<file path="src/rtl/multiword_add_pkg.sv">
// Shared types and default sizing for the multi-word adder sequencer.
// A word of B*N bits is added one B-bit slice per clock.
package multiword_add_pkg;

    typedef enum logic [1:0] {
        IDLE = 2'd0,
        RUN  = 2'd1,
        DONE = 2'd2
    } state_t;

    localparam int B_DEF = 4;
    localparam int N_DEF = 4;

endpackage

</file>
<file path="src/rtl/ripple_carry_B_bit.sv">
// B-bit ripple-carry adder slice with a group propagate flag.
// Purely combinational; the sequencer chains carries across clock cycles.
module ripple_carry_B_bit #(
    parameter int B = 4
) (
    input  logic [B-1:0] a,
    input  logic [B-1:0] b,
    input  logic         cin,
    output logic [B-1:0] sum,
    output logic         cout,
    output logic         p
);

    logic [B:0] c;

    always_comb begin
        c[0] = cin;
        for (int i = 0; i < B; i++) begin
            sum[i]   = a[i] ^ b[i] ^ c[i];
            c[i + 1] = (a[i] & b[i]) | ((a[i] ^ b[i]) & c[i]);
        end
    end

    assign cout = c[B];
    // The slice propagates a carry straight through only if every bit differs.
    assign p    = &(a ^ b);

endmodule

</file>
<file path="src/rtl/multiword_add_ctrl.sv">
// Adds two B*N-bit words by running one shared B-bit adder slice over N cycles,
// LSB slice first, with the inter-slice carry held in a register.
module multiword_add_ctrl
    import multiword_add_pkg::*;
#(
    parameter int B  = B_DEF,
    parameter int N  = N_DEF,
    parameter int CW = (N > 1) ? $clog2(N) : 1
) (
    input  logic           clk,
    input  logic           rst_n,
    input  logic           start,
    input  logic [B*N-1:0] a,
    input  logic [B*N-1:0] b,
    input  logic           cin,
    output logic           busy,
    output logic           done,
    output logic [B*N-1:0] sum,
    output logic           cout,
    output logic           p,
    output state_t         state_dbg
);

    localparam int W = B * N;

    // Handshake: start is sampled only in IDLE or DONE (busy low); an accepted
    // start captures a, b and cin. done pulses for one cycle when sum, cout and p
    // are final, and they hold until the next accepted start. start during RUN
    // is dropped, not queued.

    state_t         state;
    logic [W-1:0]   a_r;
    logic [W-1:0]   b_r;
    logic           carry_r;
    logic           p_acc;
    logic [CW-1:0]  idx;
    logic [W-1:0]   sum_r;
    logic           cout_r;
    logic           p_r;

    logic [B-1:0]   sl_a;
    logic [B-1:0]   sl_b;
    logic [B-1:0]   sl_sum;
    logic           sl_cout;
    logic           sl_p;

    assign sl_a = a_r[int'(idx) * B +: B];
    assign sl_b = b_r[int'(idx) * B +: B];

    ripple_carry_B_bit #(.B(B)) u_slice (
        .a    (sl_a),
        .b    (sl_b),
        .cin  (carry_r),
        .sum  (sl_sum),
        .cout (sl_cout),
        .p    (sl_p)
    );

    always_ff @(posedge clk or negedge rst_n) begin
        if (!rst_n) begin
            state   <= IDLE;
            a_r     <= '0;
            b_r     <= '0;
            carry_r <= 1'b0;
            p_acc   <= 1'b0;
            idx     <= '0;
            sum_r   <= '0;
            cout_r  <= 1'b0;
            p_r     <= 1'b0;
        end else begin
            case (state)
                IDLE, DONE: begin
                    if (start) begin
                        a_r     <= a;
                        b_r     <= b;
                        carry_r <= cin;
                        p_acc   <= 1'b1;
                        idx     <= '0;
                        state   <= RUN;
                    end else begin
                        state   <= IDLE;
                    end
                end
                RUN: begin
                    sum_r[int'(idx) * B +: B] <= sl_sum;
                    carry_r <= sl_cout;
                    p_acc   <= p_acc & sl_p;
                    // idx only wraps through the IDLE/DONE capture, never by overflow.
                    if (idx == CW'(N - 1)) begin
                        cout_r <= sl_cout;
                        p_r    <= p_acc & sl_p;
                        state  <= DONE;
                    end else begin
                        idx    <= idx + 1'b1;
                    end
                end
                default: state <= IDLE;
            endcase
        end
    end

    assign busy      = (state == RUN);
    assign done      = (state == DONE);
    assign sum       = sum_r;
    assign cout      = cout_r;
    assign p         = p_r;
    assign state_dbg = state;

endmodule

</file>
<file path="config.mk">
export PLATFORM = sky130hd
export DESIGN_NAME = multiword_add_ctrl
export DESIGN_NICKNAME = d
export VERILOG_FILES = /design/src/rtl/multiword_add_pkg.sv /design/src/rtl/ripple_carry_B_bit.sv /design/src/rtl/multiword_add_ctrl.sv
export SDC_FILE = /design/constraint.sdc
export NUM_CORES = 1
export LEC_CHECK = 0
export ABC_AREA = 1
export CORE_MARGIN = 5
export CORE_UTILIZATION = 55
export DETAILED_ROUTE_END_ITERATION = 8
export PLACE_DENSITY = 0.85
export RECOVER_POWER = 100
export SLEW_MARGIN = 20
export SYNTH_ARGS = -nofsm -noshare
export SYNTH_HDL_FRONTEND = slang
export SYNTH_HIERARCHICAL = 1
export SYNTH_SLANG_ARGS = --single-unit
</file>
<file path="constraint.sdc">
create_clock -name clk -period 7.9 [get_ports clk]
set_clock_uncertainty 0.05 [all_clocks]
set_input_delay 0.79 -clock clk [delete_from_list [all_inputs] [get_ports clk]]
set_output_delay 0.79 -clock clk [all_outputs]
set_load 0.03 [all_outputs]
</file>
**Word-level counts from Yosys, hierarchy flattened**

Index checks and enable logic that the tools add are counted.

- Input port bits: 36
- Logic and storage cells: 62
- Flip-flop bits (word level): 56
- Output and inout port bits: 22

- Shift-type cells: 4
- Multiplexer cells: 11
- Add/subtract/negate cells: 2
- Equal/unequal tests: 6
- Reduce and logical (&&, ||, !) cells: 8
- Bitwise gates (word level): 22

Operators with widths:

| operator | number |
|---|---|
| 4-bit negator with 33-bit output | 1 |
| 4-bit by 33-bit variable shift with 16-bit output (first input constant) | 1 |
| 4-bit by 33-bit variable part select with 16-bit output | 1 |
| 16-bit by 5-bit variable part select with 4-bit output | 2 |
| 16-bit bitwise mux | 1 |
| 1-bit AND | 9 |
| 2-bit case mux with 2 select lines | 2 |
| 1-bit XOR | 8 |
| 2-bit two-way mux | 3 |
| 2-bit AND reduction | 3 |
| 2-bit equality test (second input constant) | 2 |
| 2-bit != test (second input constant) | 2 |
| 1-bit OR | 4 |
| 1-bit case mux with 2 select lines | 2 |
| 4-bit AND reduction | 1 |
| 4-bit XOR | 1 |
| 1-bit two-way mux | 3 |
| 3-bit AND reduction | 1 |
| 2-bit by 1-bit adder with 2-bit output (second input constant) | 1 |
| 2-bit by 1-bit equality test with 1-bit output (second input constant) | 1 |
| 2-bit logical NOT | 1 |
| 2-bit by 1-bit != test with 1-bit output (second input constant) | 1 |
| 2-bit nonzero test | 1 |
| 2-bit OR reduction | 1 |

**Depth between registers and ports, before layout**

Gate-level depths: netlist of run 1.

- Depth after elaboration: 11
- Depth in mapped cells: 17
- Mapped depth without buffers: 16

**Hierarchy**

The synthesis of run 1 kept the hierarchy.

Modules (own cells, without submodules):

| module | sequential area each (sq um) | times used | cells each | area each (sq um) |
|---|---|---|---|---|
| multiword_add_ctrl | 1401.3 | 1 | 327 | 2641.3 |
| ripple_carry_B_bit | 0.0 | 1 | 21 | 178.9 |

**Least setup slack after synthesis of run 1**

No wires, ideal clock.

- Path kind: register to register
- From: register idx[0]
- To: register sum_r[15], in the netlist sum[15]
- Required time: 7.785 ns
- Cell stages (with the launch flop): 18
- Clock period less this slack: 2.775 ns
- Buffers on the path: 1
- Slack: 5.125 ns
- Library setup time: 0.065 ns
- Arrival: 2.660 ns
- Cells stage by stage: dfrtp_1 > buf_2 > nor2_1 > nor2_1 > o21ai_0 > nand2_1 > inv_1 > fa_1 > inv_1 > fa_1 > fa_1 > inv_1 > fa_1 > inv_1 > nand2_1 > nor2_1 > nand2_1 > nand2_1

- Longest elaborated chain between the ends: 11
- Elaborated cells between the ends (all ways): 23
- Classes of those cells: add/sub (1); shift (4); mux (1); bitwise (17)

RTL lines:

| what | RTL line | text |
|---|---|---|
| start: declaration | multiword_add_ctrl.sv:36 | `logic [CW-1:0] idx;` |
| start signal: assignment | multiword_add_ctrl.sv:94 | `idx <= idx + 1'b1;` |
| 16-bit by 5-bit variable part select with 4-bit output * | multiword_add_ctrl.sv:47 | `assign sl_a = a_r[int'(idx) * B +: B];` |
| via sl_a[0] | multiword_add_ctrl.sv:41 | `logic [B-1:0] sl_a;` |
| 1-bit XOR | ripple_carry_B_bit.sv:20 | `c[i + 1] = (a[i] & b[i]) \| ((a[i] ^ b[i]) & c[i]);` |
| 1-bit AND | ripple_carry_B_bit.sv:20 |  |
| 1-bit OR * | ripple_carry_B_bit.sv:20 |  |
| 1-bit AND * | ripple_carry_B_bit.sv:20 |  |
| 1-bit OR * | ripple_carry_B_bit.sv:20 |  |
| 1-bit AND * | ripple_carry_B_bit.sv:20 |  |
| 1-bit OR * | ripple_carry_B_bit.sv:20 |  |
| 1-bit XOR * | ripple_carry_B_bit.sv:19 | `sum[i] = a[i] ^ b[i] ^ c[i];` |
| via sl_sum[3] | multiword_add_ctrl.sv:43 | `logic [B-1:0] sl_sum;` |
| 4-bit by 33-bit variable part select with 16-bit output * | multiword_add_ctrl.sv:85 | `sum_r[int'(idx) * B +: B] <= sl_sum;` |
| 16-bit bitwise mux * | multiword_add_ctrl.sv:85 |  |
| end signal: indexed assignment | multiword_add_ctrl.sv:85 |  |
| end: declaration | multiword_add_ctrl.sv:37 | `logic [W-1:0] sum_r;` |

The timed path passes the listed nets; every way through them passes the cells marked *.
A chain may end at the register's enable or synchronous reset.

**Final worst setup path of run 1**

Same ends and word-level chain as after synthesis.

==> out/qor.txt, run 1 <==
post-route setup TNS: 0 ps
slowest CP cell: inv_1
WL per Instance: 12.61 um
Initial Utilization: 55.93%
clock root buffer: clkbuf_8
cell count after synthesis: 348
top cell type's share of synthesized area: 49.69%
routed via count: 2337
endpoints failing setup: 0
Area growth, synth to finish: 22.80%
element type at the critical path start: register
CP Data Arrival Time: 3900 ps
sequential share of the synthesized area: 49.69%
Pwr Density: 417.2 nW/um2
register clock-pin slew on the reported worst setup and hold paths: 90 ps
Distinct cells, synth: 20
DP HPWL: 4399 um
Fin. Hold Viols: 0
Synth area leaders: dfrtp_1 50%, nand2_1 21%, ha_1 4.0%
Slew Limit Headroom: -91.94%
Worst Tran Pin Value: 2879 ps
Post-CTS Hold Fix Bufs: 0
total I/O pin count: 58
number of enable flip-flop cells after synthesis: 0
FF-to-FF path depth: 16
clk_lat worst skew: 300 ps
R2R Path Start: idx[0]
Synthesis Warnings: 6
PortBufs: 57
clk buf depth: 2
syn_nets: 397
Pleak: 1.843 nW
CTS buffer count: 5
Chip Width: 81.61 um
period utilization: 46.85%
unrepaired setup endpoints after global routing: false
diode count: 0
commonest cells after routing, fill and taps aside: 161 x nand2_1, 56 x dfrtp_1, 33 x clkdlybuf4s50_1
Main synth FF type: dfrtp_1
CTS tree: yes
Worst Path Buf+Inv: 5
wirelength, routed: 5937 um
post-route ant nets: 0
final max-slew violation count: 57
slowest cell delay on critical path: 700 ps
violated checks: capacitance limit, slew limit
die area: 6659 um2
Reg-to-Reg End: sum[15]
layout cell share with drive strength beyond 1: 3.741%
R2R setup slack: 4200 ps
Iteration-0 DRC Markers: 104
WP data required: 8100 ps
synthesized area: 2820 um2
antenna violations before repair: 0
total power: 1.445 mW
fin area: 3463 um2
core area: 5042 um2
Crit. Startpoint: idx[0]
fmax: 0.2702 GHz
RePlAce Congestion: 0.8941
first-pass GRT wire length: 9811 um
post-synthesis async set-or-reset flop share: 100.0%
area leader, netlist: dfrtp_1
post-synthesis register bit count: 56
H-tree Lvls: 2
outcome: complete, but fails checks
Worst path depth: 16
min cycle time layout: 3701 ps
GR Util All Layers: 19.05%
hold crit path type: register to register
NumNets Final: 449
GR Overflow Total: 0
VDD IR max: 0.1853 mV
largest fanout on the critical path: 32
die height: 81.61 um
clock sink count: 56
Vias per Instance: 4.962
Crit. End Element: register
first-pass detailed-route iteration total: 4
pin count of the biggest net entering global routing: 57
worst setup path endpoint: sum[15]
vias in the first global route: 2195
maxcap violations: 1
hold_ws: 428.6 ps
placed cell area: 3395 um2
crit path cell chain: inv_1 -> nand2_1 -> o211ai_1 -> nand2_1 -> inv_1 -> fa_1 -> inv_1 -> fa_1 -> fa_1 -> inv_1 -> fa_1 -> inv_1 -> nand2_1 -> nor2_1 -> nand2_1 -> nand2_1
crit path kind: register to register
# resized after CTS: 0
Synth Area per Inst: 8.104 um2
drt drc: 0
most common cell after layout, fill and taps aside: nand2_1
Crit path max-delay family: adder cells
standard-cell rows: 26
Post-CTS Setup Repair Bufs: 0
==> cells in the mapped netlist, types with 3 or more instances <==
library cell and n:
o21ai_1 12, inv_1 25, inv_2 4, nand3_1 7, nand4_1 4, o211ai_1 8, dfrtp_1 56, fa_1 4
nand3_4 3, buf_2 9, ha_1 9, nand2_1 159, buf_6 3, nor2_1 29, o21ai_0 9
==> sequential cells by signal, indices dropped and copies added, names as in the netlist <==
| name | flops |
|---|---|
| a_r | 16 |
| sum | 16 |
| carry_r | 1 |
| idx | 2 |
| p_acc | 1 |
| state_dbg | 2 |
| b_r | 16 |
| cout | 1 |
| p | 1 |
==> kinds of logic after synthesis <==
kind of cell	synth area share (%)
buffers and inverters	7.143
DFF	49.69
adders and majority gates	6.832
and+or+nand+nor	30.48
AOI/OAI and AO/OA	5.856
==> stage by stage <==
stage | instances | setup WS [ps] | utilization [%]
4_1_cts | 471 | 4525 | 69.11
6_report | 471 | 4199 | 68.68
5_1_grt | 471 | 3904 | 68.68
3_5_place_dp | 463 | 4550 | 67.32
3_3_place_gp | 463 | 4714 | 67.32
2_1_floorplan | 348 | 5125 | -
==> routing by layer <==
layer | global-route usage (%) | share of wire, % | up-vias | wire length, um
met3 | 3.509 | 5.3 | 7 | 317
met1 | 23.85 | 43 | 1088 | 2562
li1 | - | - | 1174 | -
met5 | 0 | 0 | - | 0
met4 | 6.645 | 1.2 | 0 | 72
met2 | 33.06 | 50 | 68 | 2985
==> tightest hold or removal path, stage by stage (launching register included) <==
cell     delay [ps]
dfrtp_1         350
nand2_1          50
nand2_1          50
==> worst min path at each step <==
stage	from	depth (start not counted)	to
after floorplan	a_r[12]	2	a_r[12]
after global routing	sum[5]	2	sum[5]
after detailed placement	a_r[13]	2	a_r[13]
after global placement	a_r[13]	2	a_r[13]
final	sum[9]	2	sum[9]
after CTS	a_r[13]	2	a_r[13]
==> area by class of cell <==
type | instances | area, um2
Sequential cell | 56 | 1401
Fill cell | 411 | 1579
Timing Repair Buffer | 58 | 569.3
Inverter | 30 | 115.1
Multi-Input combinational cell | 249 | 1200
Clock buffer | 8 | 90.09
Tap cell | 70 | 87.58
==> where the power goes <==
part           total, mW  internal (mW)  switching, mW
Combinational      0.789          0.280          0.509
Sequential         0.497          0.412         0.0851
Clock              0.159         0.0717         0.0874
Total               1.44          0.763          0.682
Note: power is estimated with default switching activity, not from simulation.
==> run 2: changes to the inputs <==
Settings changed: CORE_UTILIZATION 55 to 51, PLACE_DENSITY 0.85 to 0.8.
Clock period 7.9 ns to 3.8 ns, I/O delays scaled along.
==> run 2 against run 1 <==
The flow finishes with violations (capacitance limit). Core utilization is 4.7 points lower. Global-route usage is 2.0 points lower. Power rose by 110%. Hold slack worse by 60 ps. Critical path type unchanged. Critical endpoint is now sum[7]. Largest cell class unchanged.
==> out/qor.txt, run 2 (synthesis gave the netlist of run 1 again) <==
WP data required: 4000 ps (-4100 ps)
post-route setup TNS: 0 ps (unchanged)
antenna violations before repair: 0 (unchanged)
clk_lat worst skew: 310 ps (about the same)
fin area: 3482 um2 (+0.54%)
hold crit path type: primary input to asynchronous set/reset pin
total I/O pin count: 58 (unchanged)
largest fanout on the critical path: 32 (unchanged)
Pleak: 1.850 nW (+0.41%)
vias in the first global route: 2237 (+1.9%)
combinational power share: 53.3% (-1.3 points)
commonest cells after routing, fill and taps aside: 161 x nand2_1, 56 x dfrtp_1, 34 x clkdlybuf4s50_1
post-route ant nets: 0 (unchanged)
Crit path max-delay family: adder cells
crit path kind: register to register
clock share of power: 12.5% (+1.5 points)
Post-CTS Hold Fix Bufs: 0 (unchanged)
final max-slew violation count: 0 (-100%)
NumNets Final: 449 (unchanged)
Area growth, synth to finish: 23.47%
routed via count: 2314 (-0.98%)
Iteration-0 DRC Markers: 83 (-20%)
Fin. Hold Viols: 0 (unchanged)
# resized after CTS: 0 (unchanged)
filler cell count in the final layout: 456 (+11%)
CP Data Arrival Time: 3600 ps (-300 ps)
core area: 5439 um2 (+7.9%)
pin count of the biggest net entering global routing: 41 (-28%)
Post-CTS Setup Repair Bufs: 0 (unchanged)
placed cell area: 3397 um2 (about the same)
DP HPWL: 4493 um (+2.1%)
CTS buffer count: 5 (unchanged)
Pwr Density: 866.5 nW/um2 (+110%)
diode count: 0 (unchanged)
GR Util All Layers: 17.09% (-2.0 points)
slowest CP cell: dfrtp_1
outcome: complete, but fails checks
Worst Path Buf+Inv: 5 (unchanged)
WL per Instance: 12.29 um (-2.5%)
die area: 7117 um2 (+6.9%)
drt drc: 0 (unchanged)
first-pass detailed-route iteration total: 4 (unchanged)
Vias per Instance: 4.892 (-1.4%)
Crit. End Element: register
sequential power share: 34.3% (about the same)
violated checks: capacitance limit
min cycle time layout: 3405 ps (-296.9 ps)
period utilization: 89.59% (+43 points)
fmax: 0.2937 GHz (+8.7%)
clk buf depth: 2 (unchanged)
VDD IR max: 0.3718 mV (+100%)
element type at the critical path start: register
clock sink count: 56 (unchanged)
Worst Tran Pin Value: 1495 ps (-1385 ps)
Chip Width: 84.36 um (+3.4%)
standard-cell rows: 27 (+3.8%)
H-tree Lvls: 2 (unchanged)
wirelength, routed: 5811 um (-2.1%)
register clock-pin slew on the reported worst setup and hold paths: 90 ps (about the same)
first-pass GRT wire length: 10040 um (+2.3%)
die height: 84.36 um (+3.4%)
clock root buffer: clkbuf_8
RePlAce Congestion: 0.8763 (-2.0%)
Slew Limit Headroom: 0.3639% (+92 points)
endpoints failing setup: 0 (unchanged)
P_int: 1.626 mW (+110%)
most common cell after layout, fill and taps aside: nand2_1
NetSw: 1.391 mW (+100%)
layout cell share with drive strength beyond 1: 3.741% (unchanged)
PortBufs: 57 (unchanged)
CTS tree: yes
Initial Utilization: 51.85% (-4.1 points)
maxcap violations: 1 (unchanged)
DP Cell Count: 465 (+0.43%)
slowest cell delay on critical path: 620 ps (-80 ps)
GR Overflow Total: 0 (unchanged)
crit path cell chain: inv_2 -> o21ai_0 -> nand2_1 -> inv_1 -> fa_1 -> inv_1 -> fa_1 -> fa_1 -> inv_1 -> fa_1 -> inv_1 -> nand2_1 -> nor2_1 -> nand2_1 -> nand2_1
Final Non-Filler Cells: 473 (+0.42%)
Switching Share: 46.10% (-1.1 points)
unrepaired setup endpoints after global routing: false
## run 2: cell types whose count changed in the layout (fill, tap and decap cells not counted)
cell and change:
buf_2 -1, bufinv_16 +1, clkbuf_8 -1, clkdlybuf4s50_1 +1
clkinv_2 +1, dlygate4sd3_1 -1
## run 2: area by class of cell
cell class	count	area [um2]	share of cell area [%]
Timing Repair Buffer	58	568.0	16.31
Tap cell	72	90.09	2.587
Inverter	30	115.1	3.306
Multi-Input combinational cell	249	1200	34.46
Sequential cell	56	1401	40.24
Clock buffer	6	72.57	2.084
Clock inverter	2	35.03	1.006
## run 2: power groups by stage
stage | Sequential, mW | Combinational [mW] | Clock [mW]
after global placement | 1.05 | 1.61 | 0
after global routing | 1.07 | 1.81 | 0.413
after detailed placement | 1.05 | 1.66 | 0
after floorplan | 1.14 | 1.09 | 0
final | 1.03 | 1.61 | 0.376
after CTS | 1.04 | 1.67 | 0.386
## run 2: worst paths after layout
kind / startpoint / end / slack [ps] / depth (start not counted)
max: idx[0] / sum[7] / 400 / 15
min: rst_n / a_r[2] / 370 / 1
max reg2reg: idx[0] / sum[7] / 400 / 15
min reg2reg: sum[14] / sum[14] / 430 / 2
max in group asynchronous: rst_n / b_r[11] / 1370 / 2
min in group clk: sum[14] / sum[14] / 430 / 2
## run 2: routing by layer
metal / GRT usage, % / vias to the layer above / routed length (um)
met5: 0 / - / 0
met4: 5.180 / 0 / 119
met3: 3.827 / 13 / 352
met2: 29.48 / 76 / 2861
met1: 21.50 / 1052 / 2477
li1: - / 1173 / -
## run 2: stage by stage
| step | utilization, % | worst slack [ps] | power [mW] | hold WS [ps] |
|---|---|---|---|---|
| 6_report | 64.02 | 395.5 | 3.017 | 368.6 |
| 5_1_grt | 64.02 | 114.9 | 3.287 | 453.3 |
| 4_1_cts | 64.44 | 452.5 | 3.097 | 49.36 |
| 3_5_place_dp | 62.46 | 475.2 | 2.711 | 379.7 |
| 3_3_place_gp | 62.46 | 621.6 | 2.655 | 375.2 |
| 2_1_floorplan | - | 1025 | 2.223 | 34.41 |
==> run 3: changes to the inputs <==
Settings changed: CORE_UTILIZATION 51 to 50, HOLD_SLACK_MARGIN set to 0.15, PLACE_DENSITY 0.8 to 0.78, SETUP_SLACK_MARGIN set to 0.2.
==> run 3 against run 2 <==
Cell area shrank 0.11%. The flow finishes with violations (capacitance limit, slew limit). Core utilization decreased by 0.85 points. Sequential share of layout area is essentially flat. Combinational power is 4% higher. Global-route usage rose by 0.53 points. First-iteration DRC count up 52%. Largest cell class unchanged. Clock-buffer cell count up 1. Sequential cell count did not move. Worst setup slack better by 280 ps.
==> out/qor.txt, run 3 (synthesis gave the netlist of run 1 again) <==
VDD IR max: 0.3538 mV (-4.8%)
slowest CP cell: dfrtp_1
hold_ws: 435.9 ps (+67.32 ps)
fmax: 0.3203 GHz (+9.0%)
commonest cells after routing, fill and taps aside: 161 x nand2_1, 56 x dfrtp_1, 34 x clkdlybuf4s50_1
outcome: complete, but fails checks
min cycle time layout: 3122 ps (-282.3 ps)
first-pass GRT wire length: 10270 um (+2.3%)
# resized after CTS: 0 (unchanged)
PortBufs: 57 (unchanged)
Vias per Instance: 4.913 (+0.43%)
met3 WL: 347 um (-1.4%)
element type at the critical path start: register
diode count: 0 (unchanged)
Final Non-Filler Cells: 473 (unchanged)
Area growth, synth to finish: 23.34%
post-route setup TNS: 0 ps (unchanged)
vias in the first global route: 2291 (+2.4%)
post-route ant nets: 0 (unchanged)
GR Overflow Total: 0 (unchanged)
antenna violations before repair: 0 (unchanged)
endpoints failing setup: 0 (unchanged)
Post-Place Setup Slack: 721.8 ps (+246.6 ps)
CP most frequent cell: nand2_1
final max-slew violation count: 44 (+44)
violated checks: capacitance limit, slew limit
hold_sp: sum[14]
drt drc: 0 (unchanged)
Crit. End Element: register
Slew Limit Headroom: -48.33% (-49 points)
hold crit path type: register to register
die area: 7242 um2 (+1.8%)
FF-to-FF path depth: 16 (+1)
Reg-to-Reg End: sum[15]
clk_lat worst skew: 310 ps (about the same)
clock sink count: 56 (unchanged)
CTS buffer count: 5 (unchanged)
DP Cell Count: 466 (+0.22%)
clk buf depth: 2 (unchanged)
H-tree Lvls: 2 (unchanged)
clock root buffer: clkbuf_8
core area: 5507 um2 (+1.2%)
period utilization: 82.16% (-7.4 points)
Initial Utilization: 51.22% (-0.64 points)
slowest cell delay on critical path: 400 ps (-220 ps)
CP Data Arrival Time: 3330 ps (-270 ps)
CTS tree: yes
DP HPWL: 4484 um (-0.22%)
most common cell after layout, fill and taps aside: nand2_1
WL per Instance: 12.84 um (+4.5%)
Pleak: 1.850 nW (about the same)
NumNets Final: 450 (+0.22%)
fin util: 63.17% (-0.85 points)
maxcap violations: 1 (unchanged)
Fin. Hold Viols: 0 (unchanged)
total I/O pin count: 58 (unchanged)
setup ws final: 677.7 ps (+282.3 ps)
Pwr Density: 870.4 nW/um2 (+0.45%)
Chip Width: 85.10 um (+0.88%)
DRT met1 WL: 2706 um (+9.2%)
largest fanout on the critical path: 32 (unchanged)
R2R Path Start: idx[0]
met2 WL post-DR: 2905 um (+1.5%)
Worst Hold Path EP: sum[14]
WP data required: 4010 ps (about the same)
R2R setup slack: 680 ps (+280 ps)
register clock-pin slew on the reported worst setup and hold paths: 90 ps (about the same)
GR Util All Layers: 17.61% (+0.53 points)
layout cell share with drive strength beyond 1: 3.990% (+0.25 points)
Post-CTS Hold Fix Bufs: 0 (unchanged)
pin count of the biggest net entering global routing: 44 (+7.3%)
RePlAce Congestion: 0.8876 (+1.3%)
Max Used Layer: met4
standard-cell rows: 27 (unchanged)
unrepaired setup endpoints after global routing: false
crit path cell chain: inv_2 -> nand2_1 -> o211ai_1 -> nand2_1 -> inv_1 -> fa_1 -> inv_1 -> fa_1 -> fa_1 -> inv_1 -> fa_1 -> inv_1 -> nand2_1 -> nor2_1 -> nand2_1 -> nand2_1
hold path depth: 2
Iteration-0 DRC Markers: 126 (+52%)
wirelength, routed: 6072 um (+4.5%)
Worst Tran Pin Value: 2225 ps (+730.4 ps)
crit path kind: register to register
routed via count: 2324 (+0.43%)
die height: 85.10 um (+0.88%)
Post-CTS Setup Repair Bufs: 0 (unchanged)
first-pass detailed-route iteration total: 5 (+1)
==> run 3: cell count changes in the layout (fill, tap and decap cells not counted), sizes merged <==
cell    delta
clkbuf     +1
clkinv     -1
buf        +1
bufinv     -1
==> run 3: power by group <==
part	switching, mW	internal (mW)	leakage, nW	total [mW]
sequential	0.159	0.856	0.719	1.01
clock	0.184	0.163	0.0503	0.347
combinational	1.08	0.588	1.08	1.67
==> run 3: metrics by stage <==
| stage | total power [mW] | instance area, um2 |
|---|---|---|
| 4_1_cts | 3.090 | 3501 |
| 2_1_floorplan | 2.223 | 2820 |
| 6_report | 3.027 | 3478 |
| 3_5_place_dp | 2.733 | 3405 |
| 3_3_place_gp | 2.673 | 3405 |
| 5_1_grt | 3.287 | 3478 |
==> run 3: worst max-delay path: cells and delay by family, from the launching register on <==
family,cells,cell delay [ps]
simple gates,6,520
fa+ha+maj,4,1360
flops,1,400
compound gates,1,100
buf+inv,5,640
==> run 3: final cells by class <==
class	instances	area, um2
fillers	486	2028
flip-flops and latches	56	1401
multi-input cells	249	1200
repair buffers	59	575.6
inverters	30	115.1
clock buffers	7	96.34
well taps	72	90.09
==> run 3: worst max path at each step <==
stage / startpoint / end
detailed placement: idx[0] / sum[15]
finish: idx[0] / sum[15]
CTS: idx[0] / sum[7]
floorplan: idx[0] / sum[15]
global placement: idx[0] / sum[15]
global route: idx[0] / sum[7]
==> run 3: routing by layer <==
layer / vias up / track usage [%]
met3: 13 / 4.466
li1: 1172 / -
met5: - / 0
met2: 62 / 29.94
met1: 1077 / 22.19
met4: 0 / 5.036
